[src/rtl/serial_subtractor_if.sv]
// serial_subtractor_if
//   Operand/result bundle for the bit-serial subtractor.
//   slave  : the subtractor side (takes start/operands, drives results)
//   master : the requester side (drives start/operands, watches results)
//   Signals:
//     start_i       start request, sampled on the rising clock edge
//     a_i, b_i      minuend / subtrahend, WIDTH bits
//     bin_i         borrow-in
//     d_o           registered difference a - b - bin (mod 2^WIDTH)
//     bout_o        registered borrow-out
//     ovf_o         registered two's-complement overflow
//     zero_o        registered "difference is zero"
//     busy_o        high while bits are being processed
//     done_o        one-cycle pulse when a new result is available
interface serial_subtractor_if #(
    parameter int WIDTH = 8
);
    logic             start_i;
    logic [WIDTH-1:0] a_i;
    logic [WIDTH-1:0] b_i;
    logic             bin_i;
    logic [WIDTH-1:0] d_o;
    logic             bout_o;
    logic             ovf_o;
    logic             zero_o;
    logic             busy_o;
    logic             done_o;

    modport slave (
        input  start_i, a_i, b_i, bin_i,
        output d_o, bout_o, ovf_o, zero_o, busy_o, done_o
    );

    modport master (
        output start_i, a_i, b_i, bin_i,
        input  d_o, bout_o, ovf_o, zero_o, busy_o, done_o
    );
endinterface

[src/rtl/serial_subtractor.sv]
// serial_subtractor
//   Bit-serial subtractor: computes a - b - bin one bit per clock, LSB first.
//   A start accepted in IDLE or DONE captures the operands; RUN then takes
//   exactly WIDTH edges, and the result flags are loaded on the last one.
//   Ports:
//     clk_i   rising-edge clock
//     rstn_i  synchronous active-low reset (wins over start)
//     bus     serial_subtractor_if.slave: start/operands in, results out

// One-bit full subtractor slice. Purely combinational; the borrow chain is
// closed through the borrow register in the parent.
module serial_subtractor_bit (
    input  logic a,
    input  logic b,
    input  logic br,
    output logic diff,
    output logic br_next
);
    assign diff    = a ^ b ^ br;
    assign br_next = (~a & b) | (~(a ^ b) & br);
endmodule

module serial_subtractor #(
    parameter int WIDTH = 8
) (
    input  logic                clk_i,
    input  logic                rstn_i,
    serial_subtractor_if.slave  bus
);
    localparam int CW = $clog2(WIDTH + 1);

    typedef enum logic [1:0] {
        IDLE = 2'd0,
        RUN  = 2'd1,
        DONE = 2'd2
    } state_t;

    state_t state, state_next;

    // a_sr doubles as the result collector: each RUN edge consumes a_sr[0]
    // and shifts the new difference bit in at the top, so after WIDTH edges
    // it holds the full difference.
    logic [WIDTH-1:0] a_sr;
    logic [WIDTH-1:0] b_sr;
    logic             br;
    logic [CW-1:0]    cnt;

    logic [WIDTH-1:0] d_q;
    logic             bout_q;
    logic             ovf_q;
    logic             zero_q;

    logic             diff;
    logic             br_next;
    logic             last_bit;
    logic [WIDTH-1:0] result;

    serial_subtractor_bit u_bit (
        .a       (a_sr[0]),
        .b       (b_sr[0]),
        .br      (br),
        .diff    (diff),
        .br_next (br_next)
    );

    assign last_bit = (cnt == CW'(WIDTH - 1));
    assign result   = {diff, a_sr[WIDTH-1:1]};

    // State register
    always_ff @(posedge clk_i) begin
        if (!rstn_i) state <= IDLE;
        else         state <= state_next;
    end

    // Next-state logic
    always_comb begin
        state_next = state;
        case (state)
            IDLE:    if (bus.start_i) state_next = RUN;
            RUN:     if (last_bit)    state_next = DONE;
            DONE:    state_next = bus.start_i ? RUN : IDLE;
            default: state_next = IDLE;
        endcase
    end

    // Datapath: operand capture, bit-serial processing, result load
    always_ff @(posedge clk_i) begin
        if (!rstn_i) begin
            a_sr   <= '0;
            b_sr   <= '0;
            br     <= 1'b0;
            cnt    <= '0;
            d_q    <= '0;
            bout_q <= 1'b0;
            ovf_q  <= 1'b0;
            zero_q <= 1'b0;
        end else begin
            case (state)
                IDLE, DONE: begin
                    if (bus.start_i) begin
                        a_sr <= bus.a_i;
                        b_sr <= bus.b_i;
                        br   <= bus.bin_i;
                        cnt  <= '0;
                    end
                end
                RUN: begin
                    // Counter saturates at WIDTH; the FSM leaves RUN on the
                    // same edge, so processing never runs past the MSB.
                    if (cnt != CW'(WIDTH)) begin
                        a_sr <= result;
                        b_sr <= b_sr >> 1;
                        br   <= br_next;
                        cnt  <= cnt + CW'(1);
                        if (last_bit) begin
                            d_q    <= result;
                            bout_q <= br_next;
                            // br here is the borrow into the MSB
                            ovf_q  <= br ^ br_next;
                            zero_q <= (result == '0);
                        end
                    end
                end
                default: ;
            endcase
        end
    end

    assign bus.d_o    = d_q;
    assign bus.bout_o = bout_q;
    assign bus.ovf_o  = ovf_q;
    assign bus.zero_o = zero_q;
    assign bus.busy_o = (state == RUN);
    assign bus.done_o = (state == DONE);
endmodule

[src/flat_wrapper.sv]
// flat-port wrapper written by rule: the top's interface ports become plain ports
module serial_subtractor_flat 
#(
    parameter int WIDTH = 8
)
  (clk_i, rstn_i, bus_start_i, bus_a_i, bus_b_i, bus_bin_i, bus_d_o, bus_bout_o, bus_ovf_o, bus_zero_o, bus_busy_o, bus_done_o);
  serial_subtractor_if #(.WIDTH(WIDTH)) bus_i ();
  input  logic clk_i;
  input  logic rstn_i;
  input wire logic [$bits(bus_i.start_i)-1:0] bus_start_i;
  input wire logic [$bits(bus_i.a_i)-1:0] bus_a_i;
  input wire logic [$bits(bus_i.b_i)-1:0] bus_b_i;
  input wire logic [$bits(bus_i.bin_i)-1:0] bus_bin_i;
  output wire logic [$bits(bus_i.d_o)-1:0] bus_d_o;
  output wire logic [$bits(bus_i.bout_o)-1:0] bus_bout_o;
  output wire logic [$bits(bus_i.ovf_o)-1:0] bus_ovf_o;
  output wire logic [$bits(bus_i.zero_o)-1:0] bus_zero_o;
  output wire logic [$bits(bus_i.busy_o)-1:0] bus_busy_o;
  output wire logic [$bits(bus_i.done_o)-1:0] bus_done_o;
  assign bus_i.start_i = bus_start_i;
  assign bus_i.a_i = bus_a_i;
  assign bus_i.b_i = bus_b_i;
  assign bus_i.bin_i = bus_bin_i;
  assign bus_d_o = bus_i.d_o;
  assign bus_bout_o = bus_i.bout_o;
  assign bus_ovf_o = bus_i.ovf_o;
  assign bus_zero_o = bus_i.zero_o;
  assign bus_busy_o = bus_i.busy_o;
  assign bus_done_o = bus_i.done_o;
  serial_subtractor #(.WIDTH(WIDTH)) u_core (.clk_i(clk_i), .rstn_i(rstn_i), .bus(bus_i));
endmodule
[config.mk]
export PLATFORM = sky130hd
export DESIGN_NAME = serial_subtractor_flat
export DESIGN_NICKNAME = d
export VERILOG_FILES = /design/src/rtl/serial_subtractor_if.sv /design/src/rtl/serial_subtractor.sv /design/src/flat_wrapper.sv
export SDC_FILE = /design/constraint.sdc
export NUM_CORES = 1
export LEC_CHECK = 0
export BUFFER_PORTS_ARGS = -buffer_cell sky130_fd_sc_hd__buf_2
export CORE_ASPECT_RATIO = 1.75
export CORE_UTILIZATION = 45
export CTS_BUF_LIST = sky130_fd_sc_hd__clkbuf_4
export DETAILED_ROUTE_END_ITERATION = 6
export PLACE_DENSITY_LB_ADDON = 0.05
export SYNTH_ARGS = -nofsm -noshare
export SYNTH_HDL_FRONTEND = slang
export SYNTH_SLANG_ARGS = --single-unit
[constraint.sdc]
create_clock -name clk_i -period 1.5 [get_ports clk_i]
set_input_delay 0.075 -clock clk_i [delete_from_list [all_inputs] [get_ports clk_i]]
set_output_delay 0.075 -clock clk_i [all_outputs]
set_load 0.02 [all_outputs]
### Word-level counts from Yosys, hierarchy flattened

Cells that the tools add are included.

* register bits after elaboration: 34
* output and inout bits: 13
* logic and storage cells: 49

* add/sub/neg operators: 1
* equal/unequal tests: 8
* multiplexer cells: 16
* bitwise logic cells: 8
* reductions and logical operators: 7

Operators by type and width (count)
* $mux W8: 4
* $pmux W8 S2: 2
* $logic_not A8 Y1: 1
* $mux W4: 2
* $pmux W4 S2: 1
* $pmux W2 S3: 1
* $reduce_and A3 Y1: 2
* $add A4 B1 Y4 const B: 1
* $eq A4 B3 Y1 const B: 1
* $mux W2: 2
* $ne A2 B1 Y1 const B: 2
* $ne A2 B2 Y1 const B: 2
* $ne A4 B4 Y1 const B: 1
* $mux W1: 3
* $xor A1 B1 Y1: 3
* $and A1 B1 Y1: 2
* $eq A2 B1 Y1 const B: 1
* $eq A2 B2 Y1 const B: 1
* $logic_not A2 Y1: 1
* $not A1 Y1: 2
* $pmux W1 S2: 1
* $reduce_and A2 Y1: 1
* $reduce_bool A2 Y1: 1
* $reduce_or A2 Y1: 1
* $or A1 B1 Y1: 1

### Depth between registers and ports, before layout

* word-level depth: 6
* mapped depth: 7
* mapped depth without buffers: 5

### Hierarchy

From an unflattened synthesis, not the netlist that was laid out.

* cell total of the unflattened synthesis: 191
* area, all modules: 1700.4 um^2

By module, submodules not included
* serial_subtractor: instances 1, cells each 187, area an instance 1669.1 um^2
* serial_subtractor_bit: instances 1, cells each 4, area an instance 31.3 um^2

### Worst setup path after synthesis

OpenSTA, ideal clock, no wires.

* path type: reg2reg
* start point: register u_core.cnt[0]
* end point: register u_core.b_sr[4]
* library setup time: 0.133 ns
* arrival time: 1.255 ns
* slack: 0.111 ns
* stages on the path, launching flop included: 7
* path buffers: 1
* path through: dfxtp_1 -> inv_1 -> ha_1 -> and3b_2 -> o21ai_4 -> buf_6 -> a311oi_1

* longest elaborated chain between the ends: 3

RTL lines
* start: declaration: RTL line serial_subtractor.sv:46 `logic [CW-1:0] cnt;`
* start signal: assignment: RTL line serial_subtractor.sv:114 `cnt <= cnt + CW'(1);`
* $ne A4 B4 Y1: RTL line serial_subtractor.sv:110 `if (cnt != CW'(WIDTH)) begin`
* $ne A2 B1 Y1 (no source line)
* $reduce_and A3 Y1 (no source line)
* end signal: assignment: RTL line serial_subtractor.sv:102 `b_sr <= bus.b_i;`
* end signal: assignment: RTL line serial_subtractor.sv:112 `b_sr <= b_sr >> 1;`
* end: declaration: RTL line serial_subtractor.sv:44 `logic [WIDTH-1:0] b_sr;`

No other way between the ends.
A chain may end at the register's enable or synchronous reset.

### Worst setup path in the final report

* start point: register u_core.cnt[0]
* end point: register u_core.b_sr[6]

The elaborated chain is that of the path after synthesis.

==> impl_metrics.yaml <==
outcome:
  status: "finished, final reports clean"
floorplan:
  io_pins: 33
  fp.dieArea_mm2: 0.00396
  rows: 28
  initial_utilization_pct: 48.0
  chipHeight_um: 82.5
  core-area_mm2: 0.00347
  die_x_um: 48.0
synth:
  netlist_area_mm2: 0.00167
  seq_area_frac_synth_pct: 40.9
  synth_compound_area_share_pct: 27.1
  synth_cell_type_count: 35
  ys.flop_type: "dfxtp_1"
  yosys_warnings: 0
  syn_area_per_cell_um2: 8.67
  async_flop_share_pct: 0
  yosys.area_share.simple_pct: 19.2
  synth_top_family_by_area: "compound AO/OA/AOI/OAI gates"
  synth-edff-count: 0
  synth_mux_area_share_pct: 0
  synth_cells: 192
  synth_fa_ha_area_share_pct: 2.70
  synthXorXnorAreaFrac_pct: 0.526
  syn_nets: 215
  synth_seq_cells: 34
routing:
  top_layer: "met4"
  met1_length_um: 1820
  ant_nets: 0
  routed_wl_um: 4310
  drc: 0
  met3_wirelength_um: 132
  first_iter_violations: 45
  first_pass_iters: 4
  num_vias: 1611
  wl_met2_um: 2290
  viasPerCell: 5.71
  wl_per_cell_um: 15.3
power:
  switching_share_pct: 25.8
  p_per_area_mw_per_mm2: 1040
  power_frac_comb_pct: 17.9
  power.leakage_uw: 0.000833
  ir_drop_mv: 0.757
  p_int_uw: 1670
  seq_power_share_pct: 44.9
  clkPwrFrac_pct: 37.1
  switchingPower_uw: 578
layout:
  fin_area_mm2: 0.00215
  final_cell_count_no_fill: 282
  area_delta_synth_final_pct: 29.3
  final_util_pct: 62.1
  nets: 259
  insertedDiodeCount: 0
  fillerInstances: 334
  drive_gt1_share_pct: 29.1
  layout_common_cells: "nand2_1, buf_2, dfxtp_1"
place:
  dp.cells: 262
  post-dp-hpwl_um: 2700
  routabilityCongestion: 0.773
  port_buffers: 32
  pre_cts_ws_ns: 0.0414
  placed_area_mm2: 0.00186
critical_path:
  reg2reg_depth: 6
  critPathRequiredTime_ns: 1.71
  slowest_delay_ns: 0.37
  cp.depth: 6
  worst-path-buf-inv: 2
  worstSetupPathType: "reg2reg"
  crit_fanout: 8
  crit_family: "flip-flops"
  cp-start-kind: "flop"
  end_kind: "flop"
  path_cells: "inv_2, ha_4, and3b_2, o21ai_4, clkbuf_16, a311oi_1"
  crit_path_top_delay_cell: "dfxtp_2"
  arrival_ns: 1.68
global_routing:
  grt_max_degree: 35
  grt_pass1_vias: 1523
  gr-total-overflow: 0
  grt_use_total_pct: 23.6
  grt_pass1_wl_um: 6700
  antenna_found_initial: 0
sta:
  min_period_over_period_pct: 97.8
  clock_skew_ns: 0.00838
  clock.fmax_mhz: 681
  tightest_slew_ns: 0.364
  rsz0062_at_grt: "yes"
  finalWorstSetupSlack_ns: 0.0326
  period_minus_slack_ns: 1.47
  slew-limit-headroom_pct: 75.8
  drv_slew: 0
  setup_viol: 0
  hold_violations: 0
clocking:
  cts_tree: "done"
  clock_tree.root_cell: "clkbuf_4"
  numCtsBuffers: 5
  insertion_delay_ns: 0.34
  clk_path_buf_depth: 2
  cts_max_level: 2
  numClockSinks: 34
  clkTransAtPathRegs_ns: 0.11
flow_run:
  cap_violations: 0
worst_hold_path:
  hp-class: "in2reg"
  hold_depth: 3
==> cell type report <==
| cell class | instances | area (um^2) | share of cell area [%] |
|---|---|---|---|
| sequential | 34 | 683 | 31.7 |
| inverter | 6 | 48.8 | 2.27 |
| multi-input combinational | 134 | 867 | 40.3 |
| timing repair buffer | 54 | 388 | 18.0 |
| clock inverter | 3 | 63.8 | 2.96 |
| clock buffer | 5 | 37.5 | 1.74 |
| tap | 45 | 56.3 | 2.61 |
| timing repair inverter | 1 | 8.76 | 0.407 |
==> synthesized netlist by cell type, types with 2 or more instances <==
master    number  area [um^2]
a211oi_1      16          120
a21oi_1       16         80.1
a311oi_1      17          149
buf_2          4         20.0
buf_4          2         15.0
buf_6          7         78.8
clkbuf_1       5         18.8
dfxtp_1       34          681
ha_1           2         25.0
inv_1          4         15.0
nand2_1       32          120
nand2b_1       3         18.8
nand3_1       14         70.1
nor2_1         2         7.51
nor2b_1        2         12.5
nor4_1         2         12.5
o211ai_1       3         22.5
o21ai_0       10         50.1
==> registers in the layout, indices dropped and copies added (netlist names) <==
name               count
u_core.bus.bout_o      1
u_core.bus.d_o         8
u_core.b_sr            8
u_core.cnt             4
u_core.bus.ovf_o       1
u_core.a_sr            8
u_core.state           2
u_core.br              1
u_core.bus.zero_o      1
==> per-layer routing <==
metal	global-route usage (%)	up-vias
met4	7.50	0
met2	39.3	34
met1	28.4	777
met5	0	-
li1	-	793
met3	6.52	7
==> timing repair <==
item / CTS / global route
pin swaps: 0 / 5
cloned: 1 / 1
endpoints found under the hold margin: 8 / 0
setup endpoints to repair: 1 / 26
setup buffers: 0 / 2
hold buffers: 8 / 0
resized for setup: 3 / 12
==> stage by stage <==
stage | power, uW | TNS, ns | hold slack [ns]
6_report | 2240 | 0 | 0.00207
4_1_cts | 2220 | 0 | 0.000353
3_5_place_dp | 1350 | 0 | 0.335
2_1_floorplan | 1270 | 0 | 0.215
3_3_place_gp | 1340 | 0 | 0.330
5_1_grt | 2350 | -0.134 | 0.00951
==> logic make-up after synthesis <==
group / Yosys count
compound gates: 65
xor+xnor: 1
simple gates: 65
buf+inv: 24
fa+ha+maj: 3
flops: 34
==> worst reg2reg max path, stage by stage, from the launching register on <==
cell and delay [ns]:
dfxtp_2 0.37, inv_2 0.06, ha_4 0.16, and3b_2 0.25
o21ai_4 0.23, clkbuf_16 0.19, a311oi_1 0.08
==> power groups by stage <==
stage	clock network [uW]	logic, uW	registers [uW]
global placement	0	318	1020
floorplan	0	259	1010
global route	892	446	1020
detailed placement	0	329	1020
CTS	847	367	1000
finish	834	402	1010
==> worst paths after layout <==
path                                                startpoint                              to  slack, ns
worst min register to register  u_core.bus.d_o[0]$_SDFFE_PN0P_  u_core.bus.d_o[0]$_SDFFE_PN0P_       0.48
worst max-delay path                u_core.cnt[0]$_SDFFE_PN0P_     u_core.b_sr[6]$_SDFFE_PN0P_       0.03
worst max register to register      u_core.cnt[0]$_SDFFE_PN0P_     u_core.b_sr[6]$_SDFFE_PN0P_       0.03
worst min-delay path                                bus_a_i[5]     u_core.a_sr[5]$_SDFFE_PN0P_      0.002
Power figures use the tool's default switching activity.
